--- src/rtl/nes_bus_pkg.sv ---
// Shared NES CPU-bus definitions: DMA state encoding and address-map constants.
// Imported by the OAM DMA controller and its RAM port mux.
package nes_bus_pkg;

   typedef enum logic [2:0] {
      IDLE  = 3'd0,
      HALT  = 3'd1,
      ALIGN = 3'd2,
      READ  = 3'd3,
      WRITE = 3'd4
   } dma_state_t;

   localparam logic [15:0] ADDR_OAMDMA    = 16'h4014;
   localparam logic [15:0] RAM_MIRROR_TOP = 16'h2000;

   // Pages below the mirror top live in the 2 KB cpu_ram; everything else is external.
   function automatic logic page_is_ram(input logic [7:0] page);
      return ({page, 8'h00} < RAM_MIRROR_TOP);
   endfunction

endpackage

--- src/rtl/oam_dma_ctrl_mux.sv ---
// Combinational cpu_ram port select: the CPU owns the port in IDLE, the DMA engine otherwise.
// While DMA owns the port the RAM is only ever read.
module cpu_ram_mux #(
   parameter int RAM_AW = 11
) (
   input  logic              dma_busy,
   input  logic [RAM_AW-1:0] cpu_ram_addr,
   input  logic              cpu_ram_we,
   input  logic [7:0]        cpu_ram_wdata,
   input  logic [RAM_AW-1:0] dma_ram_addr,
   output logic [RAM_AW-1:0] ram_address,
   output logic              ram_write_enable,
   output logic [7:0]        ram_write_data
);

   always_comb begin
      ram_address      = cpu_ram_addr;
      ram_write_enable = cpu_ram_we;
      ram_write_data   = cpu_ram_wdata;
      if (dma_busy) begin
         ram_address      = dma_ram_addr;
         ram_write_enable = 1'b0;
         ram_write_data   = 8'h00;
      end
   end

endmodule

--- src/rtl/oam_dma_ctrl.sv ---
// Sprite OAM DMA engine: a $4014 write halts the CPU and copies one page to PPU OAMDATA,
// reading from cpu_ram (pages $00-$1F, mirrored) or the external bus; otherwise CPU passes through.
module oam_dma_ctrl
   import nes_bus_pkg::*;
#(
   parameter logic [15:0] DMA_REG_ADDR = ADDR_OAMDMA,
   parameter int          RAM_AW       = 11,
   parameter int          XFER_LEN     = 256
) (
   input  logic              clk,
   input  logic              reset,
   // Bus protocol: cpu_valid qualifies a CPU cycle and is sampled on every clk edge;
   // there is no ready - cpu_halt is the only backpressure and the CPU must hold off while it is high.
   input  logic              cpu_valid,
   input  logic [15:0]       cpu_addr,
   input  logic              cpu_write,
   input  logic [7:0]        cpu_wdata,
   output logic [7:0]        cpu_rdata,
   output logic              cpu_halt,
   output logic [RAM_AW-1:0] ram_address,
   output logic              ram_write_enable,
   output logic [7:0]        ram_write_data,
   input  logic [7:0]        ram_read_data,
   output logic              ext_rd,
   output logic [15:0]       ext_addr,
   input  logic [7:0]        ext_rdata,
   output logic              oam_wr,
   output logic [7:0]        oam_wdata,
   output logic              dma_busy,
   output dma_state_t        dbg_state
);

   localparam logic [7:0] IDX_LAST = 8'(XFER_LEN - 1);

   dma_state_t  state_q, state_d;
   logic [7:0]  page_q;
   logic [7:0]  idx_q;
   logic        cycle_odd_q;
   logic        trigger;
   logic        idx_last;
   logic        src_ram;
   logic        cpu_ram_we;
   logic [RAM_AW-1:0] dma_ram_addr;

   assign trigger  = (state_q == IDLE) && cpu_valid && cpu_write && (cpu_addr == DMA_REG_ADDR);
   assign idx_last = (idx_q == IDX_LAST);
   assign src_ram  = page_is_ram(page_q);

   always_ff @(posedge clk) begin
      if (reset) begin
         state_q     <= IDLE;
         page_q      <= 8'h00;
         idx_q       <= 8'h00;
         cycle_odd_q <= 1'b0;
      end else begin
         state_q     <= state_d;
         cycle_odd_q <= ~cycle_odd_q;
         if (trigger) begin
            page_q <= cpu_wdata;
         end
         if (state_q == WRITE) begin
            idx_q <= idx_last ? 8'h00 : idx_q + 8'd1;
         end
      end
   end

   // HALT burns one cycle; ALIGN is inserted when needed so every READ lands on an even (get) cycle.
   always_comb begin
      state_d = state_q;
      case (state_q)
         IDLE:    if (trigger) state_d = HALT;
         HALT:    state_d = cycle_odd_q ? READ : ALIGN;
         ALIGN:   state_d = READ;
         READ:    state_d = WRITE;
         WRITE:   state_d = idx_last ? IDLE : READ;
         default: state_d = IDLE;
      endcase
   end

   assign cpu_halt  = (state_q != IDLE);
   assign dma_busy  = (state_q != IDLE);
   assign dbg_state = state_q;
   assign cpu_rdata = ram_read_data;

   assign ext_rd    = (state_q == READ) && !src_ram;
   assign ext_addr  = {page_q, idx_q};
   assign oam_wr    = (state_q == WRITE);
   assign oam_wdata = src_ram ? ram_read_data : ext_rdata;

   // Truncating {page, idx} to the RAM width yields the mirrored address {page[2:0], idx}.
   assign dma_ram_addr = RAM_AW'({page_q, idx_q});
   assign cpu_ram_we   = cpu_valid && cpu_write && (cpu_addr[15:13] == 3'b000) && !trigger;

   cpu_ram_mux #(
      .RAM_AW(RAM_AW)
   ) u_mux (
      .dma_busy         (dma_busy),
      .cpu_ram_addr     (cpu_addr[RAM_AW-1:0]),
      .cpu_ram_we       (cpu_ram_we),
      .cpu_ram_wdata    (cpu_wdata),
      .dma_ram_addr     (dma_ram_addr),
      .ram_address      (ram_address),
      .ram_write_enable (ram_write_enable),
      .ram_write_data   (ram_write_data)
   );

endmodule
--- config.mk ---
export PLATFORM = sky130hd
export DESIGN_NAME = oam_dma_ctrl
export DESIGN_NICKNAME = d
export VERILOG_FILES = /design/src/rtl/nes_bus_pkg.sv /design/src/rtl/oam_dma_ctrl_mux.sv /design/src/rtl/oam_dma_ctrl.sv
export SDC_FILE = /design/constraint.sdc
export NUM_CORES = 1
export LEC_CHECK = 0
export ABC_AREA = 1
export CAP_MARGIN = 10
export CORE_AREA = 2 2 65 67
export DETAILED_ROUTE_END_ITERATION = 12
export DIE_AREA = 0 0 67 69
export PLACE_DENSITY = 0.84
export SYNTH_ARGS = -nofsm -noshare
export SYNTH_HDL_FRONTEND = slang
export SYNTH_HIERARCHICAL = 1
export SYNTH_SLANG_ARGS = --single-unit
--- constraint.sdc ---
create_clock -name clk -period 2.3 [get_ports clk]
set_input_delay 0.46 -clock clk [delete_from_list [all_inputs] [get_ports clk]]
set_output_delay 0.46 -clock clk [all_outputs]
set_load 0.005 [all_outputs]
==> metrics.txt <==
Starting Density=35.81%; first-pass GRT wire length=6796 µm; final hold violation count=0; share of the synthesized area in the top cell type=about 29%; final instance count without filler cells=374; Routed met2 length=2023 µm; area post-placement=2384 µm²; count of final setup violators=0; pin count of the biggest net entering global routing=18; Detailed Route WL=4170 µm; height of the die=69 µm; Seq/Total Area, Yosys=28.57%; Critical Path Source Type=flip-flop; Crit path largest cell delay=0.52 ns; critical path's slowest cell=clkdlybuf4s50_1; maximum clock frequency=between 400 and 500 MHz; crit share post-route=~95%; count of final max-slew check failures=0; vias in the first global route=1619; static leakage=0.001100 µW; # fillers=363; number of DRC violations after detailed-routing iteration 0=52; floorplan die area=approximately 4600 µm²; number of buffers created by CTS=3; clock root buffer master=clkbuf_8; number of antenna violations at the first check in global routing=0; top cells by area in the synthesized netlist=dfxtp_1, nand2_1, nor2_1; Yosys warning total=6; Hold Path Class=reg2reg; Clock Latency Late Sink=~0.25 ns; All-Layer GR Usage=17.91%; actual slew at the worst max-slew pin=~0.37 ns; max-cap check violation count=0; synthesized area=1401 µm²; cell type with the highest occurrence count on the critical path=nand2_1; Top Metal Used=met4; horizontal die dimension=67 µm; via total after detailed routing=roughly 1700; worst path required time=1.84 ns; detailed-routed wire length on met3=~500 µm; power per standard cell area=430.2 nW/µm²; Worst Path Class, Setup=reg2out; Final HPWL DP=3347 µm; worst IR drop on VDD=219.0 µV; number of buffers inserted by port buffering=between 100 and 150; routability-driven placement congestion ratio=0.7623; share of final-layout standard cells stronger than drive strength 1=8.333%; tightest slew margin relative to the limit=about three quarters; syn_nets=274; RSZ-0062 raised after global routing=no; Layout Skew=0.004030 ns; count of pins on the block boundary=between 100 and 150; number of cells produced by synthesis=229; remaining antenna violation count after routing=0; crit path max fanout=15; fin crit period=2.194 ns; Critical path buffers and inverters=3; Clk pin slew, worst setup/hold paths=0.07 ns; flop2flop setup slack=0.71 ns; Mean Syn Cell Area=6.119 µm²; number of placed instances, taps included=about 370; cells traversed along the worst timing path=inv_1 -> nand2_4 -> buf_6 -> nand2_1 -> nand2_1 -> clkdlybuf4s50_1; Post-Route Setup TNS=0 ns; Avg WL per Cell=11.15 µm; post-synthesis sequential element count=20; library cell with the largest summed area after synthesis=dfxtp_1; area added between synthesis and finish=76.52%; ratio of routed vias to standard cells=4.487; Met1 Wirelength=1621 µm; clock buffer depth=2; number of rows created at floorplan=23; first drt pass iteration count=4; number of distinct library cells after synthesis=23; Crit. End Element=output pin; number of nets in the layout=370; final design area excluding fillers=2474 µm²; Core Box Area=3914 µm²; Worst EP arrival=1.73 ns; TritonCTS clock tree=done; overflow left after global routing=0; status=completed; Remaining DRCs=0; Max H-tree Level=1; family with the most delay on the worst path=buffers and inverters; number of sinks on the clock net=20; antenna diode instance count=0
## repair_timing
item                       in CTS  in global routing
gates resized for setup         0                  6
buffers inserted                0                  1
setup endpoints to repair       0                 22
hold buffers                    0                  0
## final timing paths
kind	to	startpoint	depth (start not counted)
setup reg to reg	dbg_state[0]$_SDFFE_PP0P_	idx_q[0]$_SDFFE_PP0P_	8
setup / recovery	ram_address[5]	dbg_state[2]$_SDFFE_PP0P_	6
hold / removal	cycle_odd_q$_SDFF_PP0_	cycle_odd_q$_SDFF_PP0_	1
hold reg to reg	cycle_odd_q$_SDFF_PP0_	cycle_odd_q$_SDFF_PP0_	1
## registers in the layout (all words and copies together) (netlist names)
name         flops
idx_q            8
page_q           8
dbg_state        3
cycle_odd_q      1
## metrics by stage
step	utilization [%]	hold WS, ns	setup slack [ns]	total power (µW)
floorplan	-	0.3932	0.8322	544.1
global placement	60.90	0.4090	0.04587	786.3
detailed placement	60.90	0.4108	0.01040	789.8
CTS	62.31	0.4219	0.007819	1056
global route	63.20	0.4335	0.01170	1130
finish	63.20	0.4208	0.1062	1064
## metal layers
metal  track usage, %  vias to the layer above
met5                0                        -
met2            32.56                       82
met1            20.30                      719
met3            4.568                        2
met4            4.082                        0
li1                 -                      875
## cells in the mapped netlist
cell type	number
nor2_4	2
nor3b_1	1
buf_4	12
nand2_1	77
clkbuf_1	1
nand2_4	1
buf_6	2
dfxtp_1	20
xnor2_1	1
nand4_1	1
nor3_1	2
mux2_2	8
clkinv_2	1
a21oi_1	8
nor2_1	42
ha_1	1
nand3_4	1
nand3_1	9
o21ai_0	3
nand3b_1	1
nor4_1	1
inv_1	32
nand2_2	2
## area by class of cell
| class | count | area (µm²) | share of cell area (%) |
|---|---|---|---|
| clock buffer | 4 | 55.05 | 2.226 |
| inverter | 33 | 128.9 | 5.210 |
| sequential | 20 | 401.6 | 16.24 |
| tap | 50 | 62.56 | 2.529 |
| timing repair buffer | 105 | 1050 | 42.44 |
| multi-input combinational | 161 | 770.7 | 31.16 |
| timing repair inverter | 1 | 5.005 | 0.2023 |
## where the power goes
group / total (µW) / switching [µW] / internal, µW / leakage, µW
clock network: 262 / 110 / 152 / 0.0000288
logic: 439 / 170 / 270 / 0.000910
registers: 363 / 9.35 / 353 / 0.000162
## kinds of logic after synthesis
group | after synthesis | share of synthesized area [%]
AOI/OAI and AO/OA | 11 | 3.928
xor gates and xnor gates | 1 | 0.6251
adders and majority gates | 1 | 0.8927
buffers and inverters | 48 | 17.23
DFF | 20 | 28.57
muxes | 8 | 6.429
and+or+nand+nor | 140 | 42.32
## cell usage in the layout (no fill, tap or decap), types with 2 or more instances in the layout
| cell | instances |
|---|---|
| nand3_1 | 8 |
| mux2_2 | 8 |
| nor3_1 | 2 |
| clkbuf_8 | 4 |
| o21ai_0 | 3 |
| nand2_1 | 77 |
| inv_1 | 31 |
| a21oi_1 | 8 |
| dfxtp_1 | 19 |
| nor2_1 | 42 |
| nand2_2 | 2 |
| buf_4 | 2 |
| nor2_4 | 2 |
| clkdlybuf4s50_1 | 101 |
No activity file was read; power rests on OpenSTA's default activity.
